--- config.mk ---
export PLATFORM = sky130hd
export DESIGN_NAME = sel_mux_stage
export DESIGN_NICKNAME = d
export VERILOG_FILES = /design/src/rtl/rv_pkg.sv /design/src/rtl/mux_n.sv /design/src/rtl/sel_mux_stage.sv
export SDC_FILE = /design/constraint.sdc
export NUM_CORES = 1
export LEC_CHECK = 0
export BUFFER_PORTS_ARGS = -buffer_cell sky130_fd_sc_hd__buf_2
export CAP_MARGIN = 25
export CORE_ASPECT_RATIO = 1.75
export CORE_MARGIN = 3
export CORE_UTILIZATION = 50
export DETAILED_ROUTE_END_ITERATION = 7
export GPL_TIMING_DRIVEN = 0
export PLACE_DENSITY_LB_ADDON = 0.08
export REMOVE_ABC_BUFFERS = 1
export SYNTH_ARGS = -nofsm -noshare
export SYNTH_HDL_FRONTEND = slang
export SYNTH_SLANG_ARGS = --single-unit
--- constraint.sdc ---
create_clock -name clk -period 4.49 [get_ports clk]
set_input_delay 0.898 -clock clk [delete_from_list [all_inputs] [get_ports clk]]
set_output_delay 0.898 -clock clk [all_outputs]
set_load 0.01 [all_outputs]
--- src/rtl/rv_pkg.sv ---
// Shared RV32I datapath definitions: data width, writeback result-select
// encodings and the width helpers used to size select buses.
package rv_pkg;

  localparam int RV_XLEN = 32;

  // Writeback result-select encodings (index into the result mux).
  localparam logic [1:0] RES_ALU = 2'd0;
  localparam logic [1:0] RES_MEM = 2'd1;
  localparam logic [1:0] RES_PC4 = 2'd2;
  localparam logic [1:0] RES_IMM = 2'd3;

  // Ceiling log2; clog2(1) = 0. Bounded loop so it elaborates as a constant.
  function automatic int clog2(input int value);
    int result;
    result = 0;
    for (int i = 0; i < 31; i++) begin
      if ((32'd1 << i) < value) begin
        result = i + 1;
      end
    end
    return result;
  endfunction

  // Select width for an n-way mux, never narrower than one bit.
  function automatic int sel_width(input int n);
    return (clog2(n) < 1) ? 1 : clog2(n);
  endfunction

endpackage

--- src/rtl/mux_n.sv ---
// Combinational N-way, WIDTH-bit selector. Selects beyond the last input
// return zero and raise err rather than aliasing onto a real input.
module mux_n
  import rv_pkg::*;
#(
  parameter int WIDTH  = 32,
  parameter int NUM_IN = 4,
  localparam int SEL_W = sel_width(NUM_IN)
) (
  input  logic [NUM_IN*WIDTH-1:0] in_data,
  input  logic [SEL_W-1:0]        sel,
  output logic [WIDTH-1:0]        y,
  output logic                    err
);

  // Pick input[sel], or flag an out-of-range select with a zero result.
  always_comb begin
    y   = '0;
    err = 1'b0;
    if (int'(sel) < NUM_IN) begin
      y   = in_data[int'(sel)*WIDTH +: WIDTH];
      err = 1'b0;
    end else begin
      y   = '0;
      err = 1'b1;
    end
  end

endmodule

--- src/rtl/sel_mux_stage.sv ---
// Select-and-register pipeline stage with valid/ready handshaking and a
// one-entry skid buffer. in_ready depends only on registered state and
// reset, so there is no combinational path from out_ready to in_ready.
module sel_mux_stage
  import rv_pkg::*;
#(
  parameter int WIDTH  = RV_XLEN,
  parameter int NUM_IN = 4,
  localparam int SEL_W = sel_width(NUM_IN)
) (
  input  logic                    clk,
  input  logic                    reset,
  input  logic                    flush,
  input  logic                    in_valid,
  output logic                    in_ready,
  input  logic [NUM_IN*WIDTH-1:0] in_data,
  input  logic [SEL_W-1:0]        in_sel,
  output logic                    out_valid,
  input  logic                    out_ready,
  output logic [WIDTH-1:0]        out_data,
  output logic                    out_err
);

  logic [WIDTH-1:0] w_sel_data;
  logic             w_sel_err;
  logic             w_accept;
  logic             w_main_free;

  logic             r_out_valid;
  logic [WIDTH-1:0] r_out_data;
  logic             r_out_err;
  logic             r_skid_valid;
  logic [WIDTH-1:0] r_skid_data;
  logic             r_skid_err;

  mux_n #(
    .WIDTH  (WIDTH),
    .NUM_IN (NUM_IN)
  ) u_mux (
    .in_data (in_data),
    .sel     (in_sel),
    .y       (w_sel_data),
    .err     (w_sel_err)
  );

  assign in_ready    = !r_skid_valid && !reset;
  assign w_accept    = in_valid && in_ready;
  // Main register may take a new entry when empty or being drained this cycle.
  assign w_main_free = !r_out_valid || out_ready;

  assign out_valid = r_out_valid;
  assign out_data  = r_out_data;
  assign out_err   = r_out_err;

  // Main/skid register update: reset > flush > normal FIFO movement.
  always_ff @(posedge clk) begin
    if (reset) begin
      r_out_valid  <= 1'b0;
      r_out_data   <= '0;
      r_out_err    <= 1'b0;
      r_skid_valid <= 1'b0;
      r_skid_data  <= '0;
      r_skid_err   <= 1'b0;
    end else if (flush) begin
      // Data registers keep stale contents; only the valid bits matter.
      r_out_valid  <= 1'b0;
      r_skid_valid <= 1'b0;
    end else if (w_main_free) begin
      if (r_skid_valid) begin
        // Older skid entry always leaves first to keep FIFO order.
        r_out_valid <= 1'b1;
        r_out_data  <= r_skid_data;
        r_out_err   <= r_skid_err;
        if (w_accept) begin
          // Unreachable while in_ready excludes skid_valid; kept for safety.
          r_skid_valid <= 1'b1;
          r_skid_data  <= w_sel_data;
          r_skid_err   <= w_sel_err;
        end else begin
          r_skid_valid <= 1'b0;
        end
      end else if (w_accept) begin
        r_out_valid <= 1'b1;
        r_out_data  <= w_sel_data;
        r_out_err   <= w_sel_err;
      end else begin
        r_out_valid <= 1'b0;
      end
    end else begin
      // Main held by back-pressure: a new entry parks in the skid register.
      if (w_accept) begin
        r_skid_valid <= 1'b1;
        r_skid_data  <= w_sel_data;
        r_skid_err   <= w_sel_err;
      end else begin
        r_skid_valid <= r_skid_valid;
      end
    end
  end

endmodule

==> results of run 1 <==
## where the power goes
group          switching, mW  leakage (nW)  total (mW)  internal, mW
combinational          0.111          1.44       0.237         0.126
sequential           0.00855         0.536       0.614         0.606
clock                  0.227         0.123       0.601         0.374
## how the worst max path moves through the flow
stage                            endpoint  cells past startpoint  slack [ns]
after floorplan            r_skid_data[0]                      3        1.23
after global placement    r_skid_data[20]                      4       -1.03
after detailed placement  r_skid_data[25]                      5        1.50
after CTS                 r_skid_data[14]                      5        1.73
after global routing      r_skid_data[15]                      5        1.52
final                     r_skid_data[25]                      5        1.74
## cells in the mapped netlist, drive strengths merged
library cell / count / area [um^2]
a211o: 1 / 17.52
a2111oi: 32 / 280.3
conb: 1 / 3.750
o211a: 1 / 10.01
and4: 1 / 8.760
buf: 23 / 163.9
nor3b: 1 / 7.510
and2: 32 / 200.2
nor2: 2 / 7.510
nand2b: 1 / 13.76
a22o: 32 / 280.3
a221oi: 32 / 280.3
nand2: 32 / 120.1
dfxtp: 66 / 1321
clkbuf: 20 / 75.07
o31a: 1 / 8.760
nor2b: 1 / 6.260
inv: 33 / 123.9
mux4: 32 / 720.7
a21oi: 1 / 5.000
## cells by family after synthesis
| kind of cell | after synthesis |
|---|---|
| AOI/OAI and AO/OA | 100 |
| buffers and inverters | 76 |
| and+or+nand+nor | 70 |
| DFF | 66 |
| muxes | 32 |
| other | 1 |
## sequential cells by signal, summed over array words and instances, names as in the netlist
name          cells
r_skid_valid      1
out_data         32
out_valid         1
r_skid_data      32
## metal layers
metal  vias to the layer above  track usage (%)
li1                       1606                -
met5                         -                0
met1                      1644            25.38
met3                        14            6.503
met4                         0            8.706
met2                       137            45.19
## worst min-delay path, stage by stage, from the launching register on
cell and delay [ns]:
dfxtp_1 0.30, inv_1 0.05, a221oi_1 0.06
## area by class of cell
type	count	area [um^2]
repair buffers	171	903.4
clock buffers	11	242.7
clock inverters	1	5.005
inverters	33	123.9
multi-input cells	203	1989
fillers	605	2316
well taps	84	105.1
flip-flops and latches	66	1321
## stage by stage
| stage | instances | util (%) | setup TNS (ns) | setup WS (ns) |
|---|---|---|---|---|
| 6_report | 569 | 66.95 | 0 | 1.739 |
| 5_1_grt | 569 | 66.95 | 0 | 1.524 |
| 4_1_cts | 568 | 66.66 | 0 | 1.731 |
| 3_5_place_dp | 556 | 63.13 | 0 | 1.498 |
| 3_3_place_gp | 554 | 62.25 | -32.88 | -1.032 |
| 2_1_floorplan | 302 | - | 0 | 1.234 |
==> metrics.md, run 1 <==
| Metric | Value |
|---|---|
| FF+latch count, synth | `66` |
| Ys Warns | `0` |
| Initial core utilization | `52.16%` |
| Share of cells above drive strength 1 | `45.15%` |
| # rows | `40` |
| Root buffer cell | `clkbuf_16` |
| Post-synth cell types | `24` |
| Largest net degree at the start of global routing | `67` |
| Post-CTS sizing | `0` |
| # nets final | `619` |
| Max-slew violation count | `0` |
| CTS sink count | `66` |
| Finished Cell Area | `4691 um^2` |
| Maximum vdd drop | `203.4 uV` |
| Hold crit path type | `register to register` |
| Final GP Congestion | `0.7180` |
| Inserted Clock Buffers | `9` |
| DR DRC count | `0` |
| WP data arrival | `3.02 ns` |
| Leak pwr | `2.099 nW` |
| Clock tree buffer depth | `2` |
| Complex-gate fraction of the synthesized area | `24.14%` |
| Layout overhead on the synthesized area | `28.35%` |
| Full die area | `8412 um^2` |
| Routed met2 length | `5496 um` |
| Most frequent cells in the layout | `168 x buf_2, 66 x dfxtp_1` |
| Slowest cell on the critical path | `and4_1` |
| Post-Syn Area per Cell | `10.59 um^2` |
| Fin crit share | `61.28%` |
| Routed length per instance | `17.50 um` |
| Simple-Gate Fraction of Synth Area | `9.962%` |
| Pwr dens | `309.7 nW/um^2` |
| PortBufs | `168` |
| Hold Path End | `out_data[16]` |
| XOR/XNOR Fraction of Synth Area | `0%` |
| Post-CTS Setup Inserts | `0` |
| 1st-iter DRT viols | `184` |
| CP cell instances | `buf_16 > inv_2 > and4_1 > buf_8 > a22o_1` |
| DR vias | `3,401` |
| Final count of hold timing violations | `0` |
| Post-Synthesis Cells | `345` |
| Power Total | `1.453 mW` |
| Wire length on met3 | `669 um` |
| Startpoint Class | `register` |
| Sequential-to-total area share from yosys stat | `36.15%` |
| Reg clk slew, reported paths | `0.05 ns` |
| Largest family of logic cells by synthesized area | `compound AO/OA/AOI/OAI gates` |
| RSZ-0062 raised after global routing | `false` |
| Post-DP Area | `4423 um^2` |
| Metal1 wirelength | `3657 um` |
| Critical Path RT | `4.76 ns` |
| Max_slew headroom | `32.43%` |
| First-pass GRT wire length | `16,480 um` |
| Vias in the first global route | `3,677` |
| Clk_lat worst skew | `0.33 ns` |
| R2R Path End | `r_skid_data[25]` |
| Post-synthesis mux area share | `19.72%` |
| Via density | `5.977` |
| Status | `finished clean` |
| Detailed placement HPWL | `6369 um` |
| CTS tree | `yes` |
| Buffers plus inverters on the worst setup path | `3` |
| Total gr overflow | `0` |
| CP endpoint kind | `register` |
| Tot GR Track Use | `24.22%` |
| Post-Synth Adder-Cell Area | `0%` |
| Post-route ant nets | `0` |
| CP startpoint | `r_skid_valid` |
| Antenna fix cells | `0` |
| Crit path time final | `2.751 ns` |
| R2R cell count | `5` |
| R2R Setup Slk | `1.74 ns` |
| Height of the die | `119.1 um` |
| Hold Crit Start | `out_data[16]` |
| Worst-path maximum fanout | `66` |
| Max frequency | `363.5 MHz` |
| Clk_skew | `0.004009 ns` |
| # hold bufs at CTS | `0` |
| Worst hold slack | `0.4599 ns` |
| Worst R2R Start | `r_skid_valid` |
| Die Width | `70.63 um` |
| DR pass1 iterations | `4` |
| # setup viols final | `0` |
| Io pins | `170` |
| Htree depth | `3` |
| Critical path class | `register to register` |
| Commonest non-fill, non-tap cell in the layout | `buf_2` |
| Core ar. | `7007 um^2` |
| CP delay by family, top | `buffers and inverters` |
| Worst-Margin Slew | `1.012 ns` |
| Delay of the slowest critical-path stage | `0.82 ns` |
| Top routing layer in use | `met4` |
| Syn Std Cell Area | `3655 um^2` |
| Routed wire length | `9960 um` |
| Max cap viols | `0` |
| Initial antenna violation count | `0` |
| Hold Path Cell Cnt | `2` |
(Power assumes the default switching activity.)
==> run 2: changes to the inputs <==
CORE_UTILIZATION = 43   (was 50)
clock period = 2.21 ns   (was 4.49 ns; I/O delays follow)
==> run 2 against run 1 <==
Effect of this change: first-iteration DRC count shrank 36%; setup slack lost 1.5 ns; power grew 100%; cell count grew 5.3%; sequential share of layout area shrank 0.43 points; routed wire length grew 1.0%; cell area grew 1.7%; worst hold slack lost 0.032 ns; critical endpoint is now r_skid_data[1].
==> metrics.md, run 2 (same netlist as run 1, synthesis figures left out) <==
| Metric | Value |
|---|---|
| Commonest non-fill, non-tap cell in the layout | `buf_2 (unchanged)` |
| Worst-Margin Slew | `0.8698 ns (was 1.012 ns)` |
| Hold crit path type | `primary input to register (was register to register)` |
| CTS sink count | `66 (unchanged)` |
| Routed length per instance | `16.80 um (was 17.50 um)` |
| Delay of the slowest critical-path stage | `0.52 ns (was 0.82 ns)` |
| CP delay by family, top | `buffers and inverters (unchanged)` |
| Reg clk slew, reported paths | `0.05 ns (about the same)` |
| Root buffer cell | `clkbuf_16 (unchanged)` |
| Largest net degree at the start of global routing | `67 (unchanged)` |
| DR vias | `3,435 (was 3,401)` |
| Io pins | `170 (unchanged)` |
| Inserted Clock Buffers | `9 (unchanged)` |
| Die Width | `75.69 um (was 70.63 um)` |
| Buffers plus inverters on the worst setup path | `3 (unchanged)` |
| Post-CTS Setup Inserts | `0 (unchanged)` |
| First-pass GRT wire length | `15,860 um (was 16,480 um)` |
| Share of cells above drive strength 1 | `45.38% (was 45.15%)` |
| CTS tree | `yes (unchanged)` |
| Maximum vdd drop | `438.8 uV (was 203.4 uV)` |
| Area of the multi-input gates | `1992 um^2 (was 1989 um^2)` |
| Routed wire length | `10,060 um (was 9960 um)` |
| Area occupied by registers | `1323 um^2 (was 1321 um^2)` |
| Status | `finished clean (unchanged)` |
| Critical Path RT | `2.48 ns (was 4.76 ns)` |
| # setup viols final | `0 (unchanged)` |
| CP startpoint | `r_skid_valid (unchanged)` |
| Antenna fix cells | `0 (unchanged)` |
| # nets final | `620 (was 619)` |
| Max-slew violation count | `0 (unchanged)` |
| Setup TNS | `0 ns (unchanged)` |
| Slowest cell on the critical path | `and4_4 (was and4_1)` |
| # rows | `43 (was 40)` |
| Final core utilization | `58.69% (was 66.95%)` |
| Hold Crit Start | `in_valid (was out_data[16])` |
| Post-route ant nets | `0 (unchanged)` |
| Max_slew headroom | `41.89% (was 32.43%)` |
| Core ar. | `8124 um^2 (was 7007 um^2)` |
| Tot GR Track Use | `21.41% (was 24.22%)` |
| Crit path time final | `1.980 ns (was 2.751 ns)` |
| Max frequency | `504.9 MHz (was 363.5 MHz)` |
| Startpoint Class | `register (unchanged)` |
| Detailed placement HPWL | `6587 um (was 6369 um)` |
| Leak pwr | `2.114 nW (was 2.099 nW)` |
| Total gr overflow | `0 (unchanged)` |
| Max cap viols | `0 (unchanged)` |
| Layout overhead on the synthesized area | `30.47% (was 28.35%)` |
| Worst R2R Start | `r_skid_valid (unchanged)` |
| PortBufs | `168 (unchanged)` |
| Clk_lat worst skew | `0.32 ns (was 0.33 ns)` |
| Via density | `5.735 (was 5.977)` |
| Pwr dens | `616.7 nW/um^2 (was 309.7 nW/um^2)` |
| Full die area | `9685 um^2 (was 8412 um^2)` |
| Fin crit share | `89.62% (was 61.28%)` |
| Filler cells | `711 (was 605)` |
| Clock tree buffer depth | `2 (unchanged)` |
| CP endpoint kind | `register (unchanged)` |
| DR pass1 iterations | `4 (unchanged)` |
| Cell mode on critical path | `buf_16` |
| RSZ-0062 raised after global routing | `false (unchanged)` |
| Power Total | `2.941 mW (was 1.453 mW)` |
| Clk_skew | `0.002062 ns (was 0.004009 ns)` |
| Height of the die | `128.0 um (was 119.1 um)` |
| Most frequent cells in the layout | `167 x buf_2, 65 x dfxtp_1 (was 168 x buf_2, 66 x dfxtp_1)` |
| Final GP Congestion | `0.7546 (was 0.7180)` |
| Critical path class | `register to register (unchanged)` |
| Vias in the first global route | `3,387 (was 3,677)` |
| 1st-iter DRT viols | `118 (was 184)` |
| WP data arrival | `2.25 ns (was 3.02 ns)` |
| Worst hold slack | `0.4278 ns (was 0.4599 ns)` |
| CP cell instances | `buf_16 > inv_4 > and4_4 > buf_16 > a22o_1 (was buf_16 > inv_2 > and4_1 > buf_8 > a22o_1)` |
| Final count of hold timing violations | `0 (unchanged)` |
| Initial antenna violation count | `1 (was 0)` |
| Worst-path maximum fanout | `66 (unchanged)` |
| Initial core utilization | `44.99% (was 52.16%)` |
| DR DRC count | `0 (unchanged)` |
| Htree depth | `3 (unchanged)` |
-- run 2: final timing paths --
check	end	slack, ns	depth (start not counted)
setup / recovery	r_skid_data[1]	0.23	5
hold / removal	r_skid_valid	0.43	2
setup reg to reg	r_skid_data[1]	0.23	5
hold reg to reg	out_data[0]	0.46	2
-- run 2: power breakdown --
group | switching (mW) | internal [mW]
Combinational | 0.227 | 0.262
Clock | 0.467 | 0.738
Sequential | 0.0171 | 1.23
-- run 2: final cells by class --
type / count / share of cell area, %
well taps: 112 / 2.939
repair buffers: 172 / 19.84
clock buffers: 12 / 4.959
inverters: 33 / 2.650
multi-input cells: 203 / 41.77
flip-flops and latches: 66 / 27.74
clock inverters: 1 / 0.1050
-- run 2: repair_timing --
action	4_1_cts	5_1_grt
endpoints found under the hold margin	0	0
setup endpoints to repair	64	21
resized for setup	3	2
hold buffers	0	0
-- run 2: routing by layer --
layer  vias up  global-route usage [%]  share of wire [%]
li1       1616                       -                  -
met1      1658                   23.80                 38
met2       141                   37.95                 53
met3        18                   5.887                7.4
met4         2                   7.209                1.8
met5         -                       0               0.13
-- run 2: through the flow --
stage | worst slack [ns] | instance area [um^2] | instances
6_report | 0.2295 | 4768 | 599
5_1_grt | 0.1019 | 4768 | 599
4_1_cts | 0.08185 | 4745 | 598
3_5_place_dp | -0.5163 | 4498 | 585
3_3_place_gp | -2.985 | 4397 | 582
2_1_floorplan | -0.5895 | 3416 | 302
